===== src/rtl/bpsk_pkg.sv =====
// Shared BPSK constants: sample format, carrier table and transmitter state encoding.
package bpsk_pkg;

  localparam int unsigned SIGNAL_WIDTH    = 10;
  localparam int unsigned WAVELENGTH      = 32;
  localparam int unsigned SINE_RESOLUTION = WAVELENGTH;
  localparam int unsigned AMPLITUDE       = 511;
  localparam int unsigned PHASE_W         = $clog2(WAVELENGTH);

  typedef enum logic [1:0] {IDLE, PREAMBLE, DATA} tx_state_t;

  // round(AMPLITUDE * (1 + sin(2*pi*k/SINE_RESOLUTION)))
  localparam logic [SIGNAL_WIDTH-1:0] SHIFTED_SINE_TABLE [SINE_RESOLUTION] = '{
    10'd511,  10'd611,  10'd707,  10'd795,  10'd872,  10'd936,  10'd983,  10'd1012,
    10'd1022, 10'd1012, 10'd983,  10'd936,  10'd872,  10'd795,  10'd707,  10'd611,
    10'd511,  10'd411,  10'd315,  10'd227,  10'd150,  10'd86,   10'd39,   10'd10,
    10'd0,    10'd10,   10'd39,   10'd86,   10'd150,  10'd227,  10'd315,  10'd411
  };

endpackage


===== src/rtl/carrier_generator.sv =====
// Phase counter and sine lookup producing one registered carrier sample per advance,
// optionally inverted about midscale.
module carrier_generator
  import bpsk_pkg::*;
(
  input  logic                    clk,
  input  logic                    rst_n,
  input  logic                    clear,
  input  logic                    advance,
  input  logic                    invert,
  output logic [SIGNAL_WIDTH-1:0] sample,
  output logic                    wrap
);

  localparam logic [SIGNAL_WIDTH:0] TwoAmp    = (SIGNAL_WIDTH + 1)'(2 * AMPLITUDE);
  localparam logic [PHASE_W-1:0]    LastPhase = PHASE_W'(WAVELENGTH - 1);

  // phase_q is the phase of the sample currently on the output
  logic [PHASE_W-1:0]      phase_q, phase_d;
  logic                    active_q, active_d;
  logic [SIGNAL_WIDTH-1:0] sample_q, sample_d;

  always_comb begin
    phase_d  = phase_q;
    active_d = active_q;
    sample_d = sample_q;
    if (clear) begin
      phase_d  = '0;
      active_d = 1'b0;
      sample_d = SIGNAL_WIDTH'(AMPLITUDE);
    end else if (advance) begin
      phase_d  = (!active_q || phase_q == LastPhase) ? '0 : phase_q + 1'b1;
      active_d = 1'b1;
      if (invert) begin
        sample_d = SIGNAL_WIDTH'(TwoAmp - {1'b0, SHIFTED_SINE_TABLE[phase_d]});
      end else begin
        sample_d = SHIFTED_SINE_TABLE[phase_d];
      end
    end
  end

  always_ff @(posedge clk or negedge rst_n) begin
    if (!rst_n) begin
      phase_q  <= '0;
      active_q <= 1'b0;
      sample_q <= SIGNAL_WIDTH'(AMPLITUDE);
    end else begin
      phase_q  <= phase_d;
      active_q <= active_d;
      sample_q <= sample_d;
    end
  end

  assign sample = sample_q;
  assign wrap   = active_q && (phase_q == LastPhase);

endmodule


===== src/rtl/signal_modulator.sv =====
// BPSK transmitter: preamble of bit-0 symbols, then one carrier period per handshaked bit,
// bit 1 sent inverted about midscale.
module signal_modulator
  import bpsk_pkg::*;
#(
  parameter int unsigned PREAMBLE_SYMBOLS = 4
) (
  input  logic                    clk,
  input  logic                    rst_n,
  input  logic                    start,
  input  logic                    stp,
  input  logic                    bit_in,
  input  logic                    bit_valid,
  output logic                    bit_ready,
  output logic [SIGNAL_WIDTH-1:0] sample,
  output logic                    sample_valid,
  output logic                    symbol_start,
  output logic                    busy
);

  localparam int unsigned       PreCntW = (PREAMBLE_SYMBOLS > 1) ? $clog2(PREAMBLE_SYMBOLS) : 1;
  localparam logic [PreCntW-1:0] PreLast = PreCntW'(PREAMBLE_SYMBOLS - 1);

  tx_state_t          state_q, state_d;
  logic [PreCntW-1:0] pre_cnt_q, pre_cnt_d;
  logic               cur_bit_q, cur_bit_d;
  logic               hold_valid_q, hold_valid_d;
  logic               hold_bit_q, hold_bit_d;
  logic               symbol_start_q, symbol_start_d;
  logic               load;
  logic               wrap;

  always_comb begin
    state_d        = state_q;
    pre_cnt_d      = pre_cnt_q;
    cur_bit_d      = cur_bit_q;
    hold_valid_d   = hold_valid_q;
    hold_bit_d     = hold_bit_q;
    load           = 1'b0;

    if (stp) begin
      state_d = IDLE;
    end else begin
      unique case (state_q)
        IDLE: begin
          if (start) begin
            if (PREAMBLE_SYMBOLS == 0) begin
              state_d = DATA;
              load    = 1'b1;
            end else begin
              state_d   = PREAMBLE;
              pre_cnt_d = '0;
              cur_bit_d = 1'b0;
            end
          end
        end
        PREAMBLE: begin
          if (wrap) begin
            if (pre_cnt_q == PreLast) begin
              if (hold_valid_q) begin
                state_d = DATA;
                load    = 1'b1;
              end else begin
                state_d = IDLE;
              end
            end else begin
              pre_cnt_d = pre_cnt_q + 1'b1;
            end
          end
        end
        DATA: begin
          if (wrap) begin
            if (hold_valid_q) load    = 1'b1;
            else              state_d = IDLE;
          end
        end
        default: state_d = IDLE;
      endcase
    end

    if (load) begin
      cur_bit_d    = hold_valid_q & hold_bit_q;
      hold_valid_d = 1'b0;
    end
    // A fresh transfer wins over the load so the register ends up full.
    if (bit_valid && !hold_valid_q) begin
      hold_valid_d = 1'b1;
      hold_bit_d   = bit_in;
    end
    if (stp) hold_valid_d = 1'b0;

    symbol_start_d = (state_d == DATA) && ((state_q != DATA) || wrap);
  end

  always_ff @(posedge clk or negedge rst_n) begin
    if (!rst_n) begin
      state_q        <= IDLE;
      pre_cnt_q      <= '0;
      cur_bit_q      <= 1'b0;
      hold_valid_q   <= 1'b0;
      hold_bit_q     <= 1'b0;
      symbol_start_q <= 1'b0;
    end else begin
      state_q        <= state_d;
      pre_cnt_q      <= pre_cnt_d;
      cur_bit_q      <= cur_bit_d;
      hold_valid_q   <= hold_valid_d;
      hold_bit_q     <= hold_bit_d;
      symbol_start_q <= symbol_start_d;
    end
  end

  carrier_generator u_carrier (
    .clk     (clk),
    .rst_n   (rst_n),
    .clear   (state_d == IDLE),
    .advance (state_d != IDLE),
    .invert  ((state_d == DATA) && cur_bit_d),
    .sample  (sample),
    .wrap    (wrap)
  );

  assign bit_ready    = ~hold_valid_q;
  assign sample_valid = (state_q != IDLE);
  assign busy         = (state_q != IDLE);
  assign symbol_start = symbol_start_q;

endmodule


===== config.mk =====
export PLATFORM = sky130hd
export DESIGN_NAME = signal_modulator
export DESIGN_NICKNAME = d
export VERILOG_FILES = /design/src/rtl/bpsk_pkg.sv /design/src/rtl/carrier_generator.sv /design/src/rtl/signal_modulator.sv
export SDC_FILE = /design/constraint.sdc
export NUM_CORES = 1
export LEC_CHECK = 0
export ABC_AREA = 1
export BUFFER_PORTS_ARGS = -buffer_cell sky130_fd_sc_hd__buf_4
export CORE_AREA = 2 2 67 69
export DETAILED_ROUTE_END_ITERATION = 10
export DIE_AREA = 0 0 69 71
export GPL_ROUTABILITY_DRIVEN = 0
export PLACE_DENSITY = 0.67
export SLEW_MARGIN = 5
export SYNTH_ARGS = -nofsm -noshare
export SYNTH_HDL_FRONTEND = slang
export SYNTH_SLANG_ARGS = --single-unit

===== constraint.sdc =====
create_clock -name clk -period 5.8 [get_ports clk]
set_input_delay 0.58 -clock clk [delete_from_list [all_inputs] [get_ports clk]]
set_output_delay 0.58 -clock clk [all_outputs]
set_load 0.02 [all_outputs]

==> results.json <==
{
  "outcome": "complete, no violations",
  "post-route-min-period_ns": 3.42,
  "synth_sequential_area_ratio": 0.307,
  "drv_cap": 0,
  "groute.usage.overall": 0.179,
  "overall_die_width_um": 69,
  "clock_sinks": 24,
  "synth-warning-count": 0,
  "post_cts_hold_buffer_count": 0,
  "cts_tree": "done",
  "setup-violations-final": 0,
  "max-slew-margin-rel": 0.723,
  "tritoncts.num_buffers": 3,
  "clock_transition_at_the_registers_of_the_reported_paths_ns": 0.08,
  "timing.final.max_slew_violations": 0,
  "synthesis.area_um2": 2000,
  "maximum_clock_frequency_mhz": 292,
  "clockBufferDepth": 2,
  "route.detailed.wl_per_inst_um": 11.7,
  "p_comb_frac": 0.226,
  "fillerInstances": 444,
  "hold_viol": 0,
  "largest_net_degree_at_the_start_of_global_routing": 25,
  "timing.critical_path.from_type": "flip-flop",
  "clock_tree_root_buffer_cell": "clkbuf_8",
  "detailroute.via_count": 1742,
  "fin_hold_ws_ns": 0.189,
  "hold_class": "input port to async pin",
  "multi_input_area_um2": 1190,
  "layout_commonest_cell": "nand2_1",
  "drt_first_pass_iters": 4,
  "yosys.cell_types.count": 30,
  "route.detailed.vias_per_inst": 5.08,
  "finClkSkew_ns": 0.00405,
  "floorplan.die.height_um": 71,
  "synth_cells": 273,
  "end_kind": "flip-flop",
  "rsz0062_at_grt": "false",
  "drtIter0Drc": 49,
  "antenna_cells_inserted": 0,
  "core_area_um2": 4200,
  "drcViolationCount": 0,
  "clockPowerShare": 0.342,
  "post-route-util": 0.532,
  "cp_data_arrival_time_ns": 3.62,
  "floorplan.initialDensity": 0.475,
  "worst_pin_slew_ns": 0.415,
  "synthesis.area_per_instance_um2": 7.31,
  "cp_data_required_time_ns": 6.00,
  "share_seq_of_total_power": 0.432,
  "detailed_place_hpwl_um": 3240,
  "cp_slowest_stage_delay_ns": 0.41,
  "layout_worst_path_cycle_share": 0.590,
  "postCtsSetupBuffers": 0,
  "global_route_wire_length_before_repair_um": 7270,
  "initial_antenna_violation_count": 0,
  "crit_slowest_cell": "dfrtp_1",
  "floorplan.rows": 24,
  "timing.setup.critical_path_class": "flip-flop to flip-flop",
  "cts_resized": 0,
  "cellInternalPower_uw": 303,
  "totalNegativeSetupSlack_ns": 0,
  "global_route.overflow_total": 0,
  "boundaryPins": 20,
  "first_global_vias": 1654,
  "vdd.ir_drop.worst_mv": 0.0888,
  "fin_nets": 313,
  "power.switching_uw": 120,
  "cellLeakagePower_uw": 0.00122,
  "timing.critical_path.fanout_max": 11,
  "design.die.area_um2": 4900,
  "synth.net_count": 294,
  "cts-htree-levels": 1,
  "cellPowerDensity_nw_per_um2": 190,
  "drt_wl_total_um": 4010,
  "final_layout_size_suffix_gt1_frac": 0.237,
  "p_sw_frac": 0.284,
  "clock_insertion_delay_worst_skew_ns": 0.27,
  "buffer_ports.inserted": 19,
  "drt.antenna.violating_nets": 0,
  "power_total_uw": 424,
  "most-common-layout-cells": "nand2_1 (69), nand3_1 (43), inv_1 (34)",
  "layout-area-overhead-vs-synth_pct": 12.0,
  "seq_area_um2": 612,
  "synth.ff_latch_count": 24,
  "critical_path.cell_chain": "ha_1 > nand2_1 > nor2_1 > ha_1 > inv_1 > nand3_2 > inv_1 > ha_1 > inv_1 > nand3_1 > nand2_1 > nand3_1 > nand2_1 > inv_1 > ha_1 > nand3_1 > o21ai_4 > nand3_2 > nand2_1 > nand3_1"
}
-- stage by stage --
stage	std cells	setup WS (ns)	cell area, µm²
6_report	343	2.38	2240
4_1_cts	343	2.39	2240
3_3_place_gp	339	2.52	2160
5_1_grt	343	2.00	2240
2_1_floorplan	273	2.77	2000
3_5_place_dp	339	2.42	2160
-- worst max-delay path: cells and delay by family, from the launching register on --
| family | cells | cell delay, ns |
|---|---|---|
| compound gates | 1 | 0.22 |
| fa+ha+maj | 4 | 0.92 |
| buf+inv | 4 | 0.45 |
| flops | 1 | 0.41 |
| simple gates | 11 | 1.35 |
-- Yosys cell counts (all sizes together) --
| master | count | area share |
|---|---|---|
| nand4 | 3 | 0.0094 |
| dfstp | 9 | 0.12 |
| o2111ai | 1 | 0.0044 |
| a21oi | 8 | 0.020 |
| o211ai | 1 | 0.0038 |
| a21o | 1 | 0.0038 |
| ha | 15 | 0.094 |
| o21ai | 14 | 0.046 |
| or2 | 1 | 0.0031 |
| nand3 | 50 | 0.15 |
| o21a | 1 | 0.0038 |
| nand2 | 80 | 0.17 |
| dfrtp | 15 | 0.19 |
| buf | 4 | 0.016 |
| inv | 40 | 0.075 |
| clkbuf | 1 | 0.0038 |
| nor2 | 29 | 0.093 |
-- final timing paths --
kind                       cells after the start                           start  slack, ns                             end
hold reg to reg                                2        pre_cnt_q[1]$_DFFE_PN0P_       0.50        pre_cnt_q[1]$_DFFE_PN0P_
setup / recovery                              20  u_carrier.phase_q[0]$_DFF_PN0_       2.38   u_carrier.sample[8]$_DFF_PN1_
max in group asynchronous                      1                           rst_n       5.32   u_carrier.sample[1]$_DFF_PN1_
setup reg to reg                              20  u_carrier.phase_q[0]$_DFF_PN0_       2.38   u_carrier.sample[8]$_DFF_PN1_
hold / removal                                 1                           rst_n       0.19  u_carrier.phase_q[0]$_DFF_PN0_
min in group clk                               2        pre_cnt_q[1]$_DFFE_PN0P_       0.50        pre_cnt_q[1]$_DFFE_PN0P_
-- power groups by stage --
stage,combinational [µW],clock [µW],sequential (µW)
floorplan,68.8,0,188
global placement,95.4,0,186
detailed placement,96.3,0,187
CTS,96.8,149,183
global route,109,154,185
finish,95.8,145,183
-- cells by family (layout without fill, tap and decap cells) --
| family | after synthesis | after routing | share of synthesized area |
|---|---|---|---|
| simple gates | 163 | 163 | 0.423 |
| buf+inv | 45 | 63 | 0.0947 |
| flops | 24 | 24 | 0.307 |
| compound gates | 26 | 26 | 0.0821 |
| fa+ha+maj | 15 | 15 | 0.0940 |
-- area by class of cell --
class | instances | area share
clock buffers | 3 | 0.0185
clock inverters | 1 | 0.0134
inverters | 40 | 0.0672
multi-input cells | 204 | 0.534
flip-flops and latches | 24 | 0.274
well taps | 52 | 0.0291
repair buffers | 19 | 0.0638
-- flip-flops by register name, summed over array words and instances, names as in the netlist --
name,cells
hold_valid_q,1
cur_bit_q,1
pre_cnt_q,2
hold_bit_q,1
u_carrier.active_q,1
symbol_start,1
u_carrier.phase_q,5
state_q,2
u_carrier.sample,10
-- routing by layer --
layer | wire [µm] | part of all wire | track usage | up-vias
met2 | 1920 | 0.48 | 0.307 | 31
met5 | 0 | 0 | 0 | -
li1 | - | - | - | 907
met3 | 121 | 0.030 | 0.0171 | 7
met4 | 82 | 0.020 | 0.0675 | 0
met1 | 1890 | 0.47 | 0.234 | 797
Power figures use the tool's default switching activity.
